[src/rtl/spi_rx_fifo_if.sv]
// spi_rx_fifo_if: SPI pins plus the receive-word stream and status bundle; SPI_RX_SOF_EN adds out_sof
interface spi_rx_fifo_if #(
  parameter int WIDTH = 8,
  parameter int DEPTH = 4
);
  logic                   spi_sck;
  logic                   spi_csn;
  logic                   spi_sdi;
  logic [WIDTH-1:0]       out_data;
  logic                   out_valid;
  logic                   out_ready;
  logic [$clog2(DEPTH):0] level;
  logic                   busy;
  logic                   overflow;
  logic                   overflow_clr;
`ifdef SPI_RX_SOF_EN
  logic                   out_sof;
`endif
  modport master (
    output spi_sck, spi_csn, spi_sdi, out_ready, overflow_clr,
`ifdef SPI_RX_SOF_EN
    input  out_sof,
`endif
    input  out_data, out_valid, level, busy, overflow
  );
  modport slave (
    input  spi_sck, spi_csn, spi_sdi, out_ready, overflow_clr,
`ifdef SPI_RX_SOF_EN
    output out_sof,
`endif
    output out_data, out_valid, level, busy, overflow
  );
endinterface

[src/rtl/spi_rx_fifo.sv]
// spi_rx_fifo: oversampling SPI slave receiver with show-ahead word FIFO; SPI_RX_SOF_EN tags first word of each frame
module spi_rx_fifo #(
  parameter int WIDTH       = 8,
  parameter int DEPTH       = 4,
  parameter bit CPOL        = 1'b0,
  parameter bit CPHA        = 1'b0,
  parameter int SYNC_STAGES = 2
) (
  input logic          clk,
  input logic          rst_n,
  spi_rx_fifo_if.slave bus
);
  localparam int AW = $clog2(DEPTH);
  localparam int CW = $clog2(WIDTH);
`ifdef SPI_RX_SOF_EN
  localparam int EW = WIDTH + 1;
`else
  localparam int EW = WIDTH;
`endif
  logic [SYNC_STAGES+1:0] r_sck;
  logic [SYNC_STAGES+1:0] r_csn;
  logic [SYNC_STAGES:0]   r_sdi;
  logic [WIDTH-2:0]       r_shift;
  logic [CW-1:0]          r_cnt;
  logic [AW:0]            r_wptr;
  logic [AW:0]            r_rptr;
  logic [EW-1:0]          r_mem [DEPTH];
  logic [EW-1:0]          r_head;
  logic                   r_ovf;
  logic                   w_sck;
  logic                   w_sck_prev;
  logic                   w_csn;
  logic                   w_csn_prev;
  logic                   w_edge;
  logic                   w_done;
  logic                   w_full;
  logic                   w_empty;
  logic                   w_pop;
  logic                   w_push;
  logic [WIDTH-1:0]       w_word;
  logic [EW-1:0]          w_entry;
  logic [AW:0]            w_rnext;
  logic [AW:0]            w_wnext;
  // the chains are one flop longer than the synchroniser so edges compare two settled samples
  assign w_sck      = r_sck[SYNC_STAGES];
  assign w_sck_prev = r_sck[SYNC_STAGES+1];
  assign w_csn      = r_csn[SYNC_STAGES];
  assign w_csn_prev = r_csn[SYNC_STAGES+1];
  assign w_edge     = ~w_csn & ((CPOL ^ CPHA) ? (w_sck_prev & ~w_sck) : (w_sck & ~w_sck_prev));
  assign w_done     = w_edge && (r_cnt == CW'(WIDTH - 1));
  assign w_word     = {r_shift, r_sdi[SYNC_STAGES]};
  assign w_full     = (r_wptr[AW] != r_rptr[AW]) && (r_wptr[AW-1:0] == r_rptr[AW-1:0]);
  assign w_empty    = r_wptr == r_rptr;
  assign w_pop      = ~w_empty & bus.out_ready;
  assign w_push     = w_done & (~w_full | w_pop);
  assign w_rnext    = r_rptr + (AW+1)'(w_pop);
  assign w_wnext    = r_wptr + (AW+1)'(w_push);
`ifdef SPI_RX_SOF_EN
  logic r_sof_arm;
  assign w_entry     = {r_sof_arm, w_word};
  assign bus.out_sof = r_head[WIDTH] & ~w_empty;
  // arm on csn fall; any completed word (kept or dropped) consumes the flag
  always_ff @(posedge clk or negedge rst_n)
    if (!rst_n) r_sof_arm <= 1'b0;
    else if (w_csn_prev & ~w_csn) r_sof_arm <= 1'b1;
    else if (w_done) r_sof_arm <= 1'b0;
`else
  assign w_entry = w_word;
`endif
  assign bus.out_data  = r_head[WIDTH-1:0];
  assign bus.out_valid = ~w_empty;
  assign bus.level     = r_wptr - r_rptr;
  assign bus.busy      = ~w_csn;
  assign bus.overflow  = r_ovf;
  // input synchronisers with edge-history stage
  always_ff @(posedge clk or negedge rst_n)
    if (!rst_n) begin
      r_sck <= {(SYNC_STAGES+2){CPOL}};
      r_csn <= '1;
      r_sdi <= '0;
    end else begin
      r_sck <= {r_sck[SYNC_STAGES:0], bus.spi_sck};
      r_csn <= {r_csn[SYNC_STAGES:0], bus.spi_csn};
      r_sdi <= {r_sdi[SYNC_STAGES-1:0], bus.spi_sdi};
    end
  // MSB-first deserialiser; csn rise drops any partial word
  always_ff @(posedge clk or negedge rst_n)
    if (!rst_n) begin
      r_cnt   <= '0;
      r_shift <= '0;
    end else if (w_csn & ~w_csn_prev) r_cnt <= '0;
    else if (w_edge) begin
      r_shift <= w_word[WIDTH-2:0];
      r_cnt   <= w_done ? '0 : r_cnt + CW'(1);
    end
  // pointers, sticky overflow and registered show-ahead head word
  always_ff @(posedge clk or negedge rst_n)
    if (!rst_n) begin
      r_wptr <= '0;
      r_rptr <= '0;
      r_ovf  <= 1'b0;
      r_head <= '0;
    end else begin
      r_wptr <= w_wnext;
      r_rptr <= w_rnext;
      r_ovf  <= (w_done & w_full & ~w_pop) | (r_ovf & ~bus.overflow_clr);
      if (w_rnext != w_wnext) r_head <= (w_rnext == r_wptr) ? w_entry : r_mem[w_rnext[AW-1:0]];
    end
  // storage array, written at the tail on every accepted word
  always_ff @(posedge clk)
    if (w_push) r_mem[r_wptr[AW-1:0]] <= w_entry;
endmodule

[src/flat_wrapper.sv]
// flat-port wrapper written by rule: the top's interface ports become plain ports
module spi_rx_fifo_flat 
#(
  parameter int WIDTH       = 8,
  parameter int DEPTH       = 4,
  parameter bit CPOL        = 1'b0,
  parameter bit CPHA        = 1'b0,
  parameter int SYNC_STAGES = 2
)
  (clk, rst_n, bus_spi_sck, bus_spi_csn, bus_spi_sdi, bus_out_ready, bus_overflow_clr, bus_out_data, bus_out_valid, bus_level, bus_busy, bus_overflow);
  spi_rx_fifo_if #(.WIDTH(WIDTH), .DEPTH(DEPTH)) bus_i ();
  input logic clk;
  input logic rst_n;
  input wire logic [$bits(bus_i.spi_sck)-1:0] bus_spi_sck;
  input wire logic [$bits(bus_i.spi_csn)-1:0] bus_spi_csn;
  input wire logic [$bits(bus_i.spi_sdi)-1:0] bus_spi_sdi;
  input wire logic [$bits(bus_i.out_ready)-1:0] bus_out_ready;
  input wire logic [$bits(bus_i.overflow_clr)-1:0] bus_overflow_clr;
  output wire logic [$bits(bus_i.out_data)-1:0] bus_out_data;
  output wire logic [$bits(bus_i.out_valid)-1:0] bus_out_valid;
  output wire logic [$bits(bus_i.level)-1:0] bus_level;
  output wire logic [$bits(bus_i.busy)-1:0] bus_busy;
  output wire logic [$bits(bus_i.overflow)-1:0] bus_overflow;
  assign bus_i.spi_sck = bus_spi_sck;
  assign bus_i.spi_csn = bus_spi_csn;
  assign bus_i.spi_sdi = bus_spi_sdi;
  assign bus_i.out_ready = bus_out_ready;
  assign bus_i.overflow_clr = bus_overflow_clr;
  assign bus_out_data = bus_i.out_data;
  assign bus_out_valid = bus_i.out_valid;
  assign bus_level = bus_i.level;
  assign bus_busy = bus_i.busy;
  assign bus_overflow = bus_i.overflow;
  spi_rx_fifo #(.WIDTH(WIDTH), .DEPTH(DEPTH), .CPOL(CPOL), .CPHA(CPHA), .SYNC_STAGES(SYNC_STAGES)) u_core (.clk(clk), .rst_n(rst_n), .bus(bus_i));
endmodule
[config.mk]
export PLATFORM = sky130hd
export DESIGN_NAME = spi_rx_fifo_flat
export DESIGN_NICKNAME = d
export VERILOG_FILES = /design/src/rtl/spi_rx_fifo_if.sv /design/src/rtl/spi_rx_fifo.sv /design/src/flat_wrapper.sv
export SDC_FILE = /design/constraint.sdc
export NUM_CORES = 1
export LEC_CHECK = 0
export CAP_MARGIN = 20
export CORE_MARGIN = 1
export CORE_UTILIZATION = 61
export DETAILED_ROUTE_END_ITERATION = 7
export PLACE_DENSITY_LB_ADDON = 0.3
export SYNTH_ARGS = -nofsm -noshare
export SYNTH_HDL_FRONTEND = slang
export SYNTH_SLANG_ARGS = --single-unit
export TNS_END_PERCENT = 1
[constraint.sdc]
create_clock -name clk -period 6.4 [get_ports clk]
set_input_delay 1.28 -clock clk [delete_from_list [all_inputs] [get_ports clk]]
set_output_delay 1.28 -clock clk [all_outputs]
set_load 0.02 [all_outputs]
==> impl_metrics.ini, run 1 <==
[yosys]
synth.ff_latch_count = 68
syn_avg_cell_area_sq_um = 17.6
synth_cell_types = 28
synth_fp_nets = 171
syn_inst = 155
seq_area_frac_synth = 0.685
synth_area_sq_mm = 0.00273
synth_warnings = 0

[route]
ant_nets = 0
wl_met3_um = 145
routedWlPerCell_um = 18.2
first_iter_violations = 112
via_per_inst = 5.73
routed-via-count = 1387
wl_um = 4410
routed.top_layer = met4
drc_errors = 0
firstDrtPassIters = 5
wl_met1_um = 1860
met2_length_um = 2350

[hold_path]
min_path_type = register to register

[status]
outcome = complete, no violations

[cts]
post_cts_resize_count = 0
post-cts-setup-buffer-count = 0
insertion_delay_ps = 340
ctsHoldBuffers = 0
cts.root.buffer_cell = clkbuf_8
clock-sinks = 68
htreeDepth = 3
max-clock-path-buffers = 2
clkTransAtPathRegs_ps = 70
cts_tree = yes
numCtsBuffers = 9

[grt]
gr-total-overflow = 0
grt_max_degree = 37
grt_first_pass_wirelength_um = 7130
grt_pass1_vias = 1426
antenna_found_initial = 0
grt_use_total = 0.231

[finish]
fin_cells = 242
stdcell_area_sq_mm = 0.00317
multi_input_area_sq_um = 808
layout_common_cells = dfrtp_1 (32), edfxtp_1 (32), mux2_1 (23)
antenna_cells = 0
syn_to_final_growth_pct = 16.4
fin_nets = 203
nFillCells = 250
drive_above_1_share = 0.177
finish.utilization = 0.766
ff_latch_area_sq_mm = 0.00187

[timing]
clock_skew_ps = 5.01
rsz0062_at_grt = false
hold_viol = 0
setup_ws_ps = 2640
worstMarginPinSlew_ps = 977
whs_ps = 355
setup_viol = 0
setup_tns_ps = 0
maxSlewViolCount = 0
max_freq_mhz = 266
finalCriticalPeriod_ps = 3760
maxSlewHeadroom = 0.346
period_share = 0.588

[critical_path]
critical-path-slowest-cell = or3_1
crit_family = simple AND/OR/NAND/NOR gates
endpoint_kind = register
critPathKind = input port to register
cp-start-kind = input port
path_cells = clkdlybuf4s50_1 -> or3_1 -> nand3_1 -> inv_2 -> ha_1 -> ha_1 -> xor2_1 -> xor2_1 -> or3_1 -> mux2_1
critPathArrivalTime_ps = 3970
crit_fanout = 8
path_buf_inv = 2
max_stage_delay_ps = 560
crit_required_ps = 6610

[die]
num_rows = 23
start_util = 0.658
io_pins = 21
die_w_um = 68.9
die_height_um = 68.9
coreArea_sq_mm = 0.00414
dieArea_sq_mm = 0.00474

[power]
finalPower_mw = 1.44
vdd_ir_drop_max_uv = 267
p_per_area_mw_per_mm2 = 455
power.leakage_nw = 1.26

[placed_design]
io_buffers = 20
dp.cells = 226
gp_congestion = 0.779
place_hpwl_um = 3120
place_area_sq_mm = 0.00301
pre_cts_ws_ps = 2290

[flow_run]
cap_violations = 0
-- cell usage after synthesis --
master | instances | share of area
inv_2 | 1 | 0.0014
xnor2_1 | 2 | 0.0064
nor3_4 | 1 | 0.0060
xor2_1 | 7 | 0.022
xor3_1 | 1 | 0.0087
o22ai_1 | 1 | 0.0023
nand2_1 | 6 | 0.0083
mux4_2 | 8 | 0.066
nand2b_1 | 1 | 0.0023
fa_1 | 1 | 0.0073
clkbuf_1 | 1 | 0.0014
inv_1 | 7 | 0.0096
clkbuf_2 | 1 | 0.0018
and2_1 | 1 | 0.0023
nor3b_2 | 1 | 0.0046
nor3_1 | 4 | 0.0073
dfrtp_1 | 32 | 0.29
ha_1 | 8 | 0.037
nand3b_1 | 2 | 0.0055
nor2_1 | 1 | 0.0014
or3_1 | 2 | 0.0046
mux2_1 | 23 | 0.095
dfstp_2 | 4 | 0.039
edfxtp_1 | 32 | 0.35
nand3_1 | 2 | 0.0037
buf_4 | 1 | 0.0028
o21ai_1 | 3 | 0.0055
buf_2 | 1 | 0.0018
-- path summary, 6_finish.rpt --
kind	start	to	slack [ps]	depth (start not counted)
hold reg to reg	u_core.r_sck[1]	u_core.r_sck[2]	360	0
min in group asynchronous	rst_n	u_core.bus.out_data[4]	1350	2
setup reg to reg	u_core.r_wptr[0]	u_core.bus.out_data[1]	3060	9
setup / recovery	bus_out_ready	u_core.bus.out_data[1]	2640	10
hold / removal	u_core.r_sck[1]	u_core.r_sck[2]	360	0
max in group asynchronous	rst_n	u_core.r_csn[2]	4710	2
-- state kept, by name, indices dropped and copies added (netlist names) --
register,cells
u_core.bus.out_data,8
u_core.bus.overflow,1
u_core.r_cnt,3
u_core.r_csn,4
u_core.r_mem,32
u_core.r_rptr,3
u_core.r_sck,4
u_core.r_sdi,3
u_core.r_shift,7
u_core.r_wptr,3
-- final cells by class --
cell class | count | area share
Sequential cell | 68 | 0.588
Multi-Input combinational cell | 75 | 0.255
Clock buffer | 11 | 0.0414
Tap cell | 50 | 0.0197
Clock inverter | 5 | 0.0118
Timing Repair Buffer | 25 | 0.0749
Inverter | 8 | 0.00946
-- cells by family after synthesis --
family / count (synthesis) / synth area share
flip-flops: 68 / 0.685
multiplexers: 31 / 0.161
AND/OR/NAND/NOR: 21 / 0.0459
buffers and inverters: 12 / 0.0188
XOR/XNOR: 10 / 0.0376
adder cells (fa/ha/maj): 9 / 0.0441
AO/OA/AOI/OAI: 4 / 0.00780
-- power breakdown --
group	internal (mW)	leakage, nW	switching, mW	total, mW
clock	0.142	0.0799	0.157	0.299
sequential	0.545	0.726	0.0587	0.603
combinational	0.288	0.458	0.254	0.542
-- per-layer routing --
layer	vias to the layer above	track usage
met4	0	0.105
met5	-	0
li1	628	-
met3	8	0.0806
met2	29	0.359
met1	722	0.293
Power figures use the tool's default switching activity.
==> run 2, diff against run 1 <==
--- a/config.mk
+++ b/config.mk
@@ -7,7 +7,7 @@
 export LEC_CHECK = 0
 export CAP_MARGIN = 20
 export CORE_MARGIN = 1
-export CORE_UTILIZATION = 61
+export CORE_UTILIZATION = 57
 export DETAILED_ROUTE_END_ITERATION = 7
 export PLACE_DENSITY_LB_ADDON = 0.3
 export SYNTH_ARGS = -nofsm -noshare
==> constraint.sdc (replaced) <==
create_clock -name clk -period 3.8 [get_ports clk]
set_input_delay 0.76 -clock clk [delete_from_list [all_inputs] [get_ports clk]]
set_output_delay 0.76 -clock clk [all_outputs]
set_load 0.02 [all_outputs]
==> run 2 against run 1 <==
Compared with the run above: critical path type is now register to register; die area grew 6.8%; register-to-register slack lost 2500 ps; core utilization shrank 4.7 points; final area grew 1.3%; final cell count grew 1.7%; via count grew 1.3%; critical endpoint is now u_core.bus.out_data[6]; power grew 75%; the flow now finishes with violations (design-rule violations); non-clock buffer count grew 2; flip-flop and latch count is the same; setup slack lost 2100 ps; combinational power grew 74%.
==> impl_metrics.ini, run 2 (synthesis gave the netlist of run 1 again) <==
[timing]
whs_ps = 351
setup_tns_ps = 0
period_share = 0.849
max_freq_mhz = 310
maxSlewHeadroom = 0.459
maxSlewViolCount = 0
worstMarginPinSlew_ps = 812
setup_viol = 0
finalCriticalPeriod_ps = 3220
rsz0062_at_grt = false
clock_skew_ps = 9.42
setup_ws_ps = 576
hold_viol = 0

[placed_design]
pre_cts_ws_ps = 222
io_buffers = 20
place_hpwl_um = 3010
dp.cells = 230
place_area_sq_mm = 0.00302
gp_congestion = 0.789

[cts]
cts.root.buffer_cell = clkbuf_8
post-cts-setup-buffer-count = 0
ctsHoldBuffers = 0
numCtsBuffers = 9
htreeDepth = 3
clock-sinks = 68
insertion_delay_ps = 340
max-clock-path-buffers = 2
post_cts_resize_count = 0
cts_tree = yes
clkTransAtPathRegs_ps = 70

[die]
coreArea_sq_mm = 0.00447
start_util = 0.609
io_pins = 21
die_w_um = 71.2
num_rows = 24
dieArea_sq_mm = 0.00506
die_height_um = 71.2

[grt]
grt_pass1_vias = 1504
antenna_found_initial = 0
grt_first_pass_wirelength_um = 7650
grt_max_degree = 37
grt_use_total = 0.216
gr-total-overflow = 0

[finish]
fin_cells = 246
stdcell_area_sq_mm = 0.00322
antenna_cells = 0
multi_input_area_sq_um = 808
layout_common_cells = dfrtp_1 (32), edfxtp_1 (32), mux2_1 (23)
syn_to_final_growth_pct = 17.9
ff_latch_area_sq_mm = 0.00187
largest_reg_flops = 32
drive_above_1_share = 0.196
fin_nets = 205
nFillCells = 292
finish.utilization = 0.719

[power]
vdd_ir_drop_max_uv = 472
p_comb_frac = 0.374
p_per_area_mw_per_mm2 = 785
p_int_mw = 1.73
swShare = 0.316
finalPower_mw = 2.53
switching_power_mw = 0.798
p_seq_frac = 0.401
clkPwrFrac = 0.225
power.leakage_nw = 1.29

[route]
drc_errors = 3
routed-via-count = 1405
via_per_inst = 5.71
routedWlPerCell_um = 19.0
wl_um = 4670
firstDrtPassIters = 6
first_iter_violations = 65
ant_nets = 0

[status]
outcome = finished, violations left
violations = design-rule violations

[flow_run]
cap_violations = 0

[critical_path]
cp-start-kind = register
crit_required_ps = 4020
rrSetupSlack_ps = 580
crit_fanout = 8
critPathKind = register to register
critPathArrivalTime_ps = 3440
endpoint_kind = register

[hold_path]
min_path_type = register to register
## run 2: changes by cell type in the layout (fill, tap and decap cells not counted), sizes merged
cell,previous run,this run
clkbuf,11,13
buf,5,8
clkinvlp,2,1
inv,9,8
clkdlybuf4s50,20,19
## run 2: power by group through the flow
stage | clock network (mW) | logic (mW) | registers, mW
after global placement | 0 | 0.919 | 1.02
after CTS | 0.581 | 0.958 | 1.01
final | 0.569 | 0.944 | 1.01
after detailed placement | 0 | 0.948 | 1.03
after global routing | 0.609 | 1.02 | 1.03
after floorplan | 0 | 0.605 | 1.05
## run 2: path summary, 6_finish.rpt
path                             startpoint  depth (start not counted)                      to
min reg2reg                 u_core.r_sdi[1]                          0         u_core.r_sdi[2]
max in group asynchronous             rst_n                          1       u_core.r_shift[6]
max                        u_core.r_wptr[0]                         12  u_core.bus.out_data[6]
min in group asynchronous             rst_n                          1        u_core.r_rptr[1]
max reg2reg                u_core.r_wptr[0]                         12  u_core.bus.out_data[6]
min                         u_core.r_sdi[1]                          0         u_core.r_sdi[2]
## run 2: worst max-delay path, stage by stage (launching register included)
cell and delay (ps):
dfrtp_1 430, inv_1 100, ha_1 320, nand2_1 60, or3_1 330, nand3_1 200, inv_2 40, ha_1 170
ha_1 180, xor2_1 160, xor2_1 150, or3_1 570, mux2_1 380
## run 2: layout make-up
| type | count | share of cell area |
|---|---|---|
| clock buffers | 13 | 0.0560 |
| clock inverters | 3 | 0.00545 |
| inverters | 8 | 0.00934 |
| multi-input cells | 75 | 0.251 |
| flip-flops and latches | 68 | 0.581 |
| well taps | 52 | 0.0202 |
| repair buffers | 27 | 0.0770 |
## run 2: layer usage
layer  track usage  part of all wire  vias up
li1              -                 -      632
met4         0.129             0.030        0
met5             0                 0        -
met3        0.0613             0.029       14
met2         0.337              0.49       21
met1         0.274              0.45      738
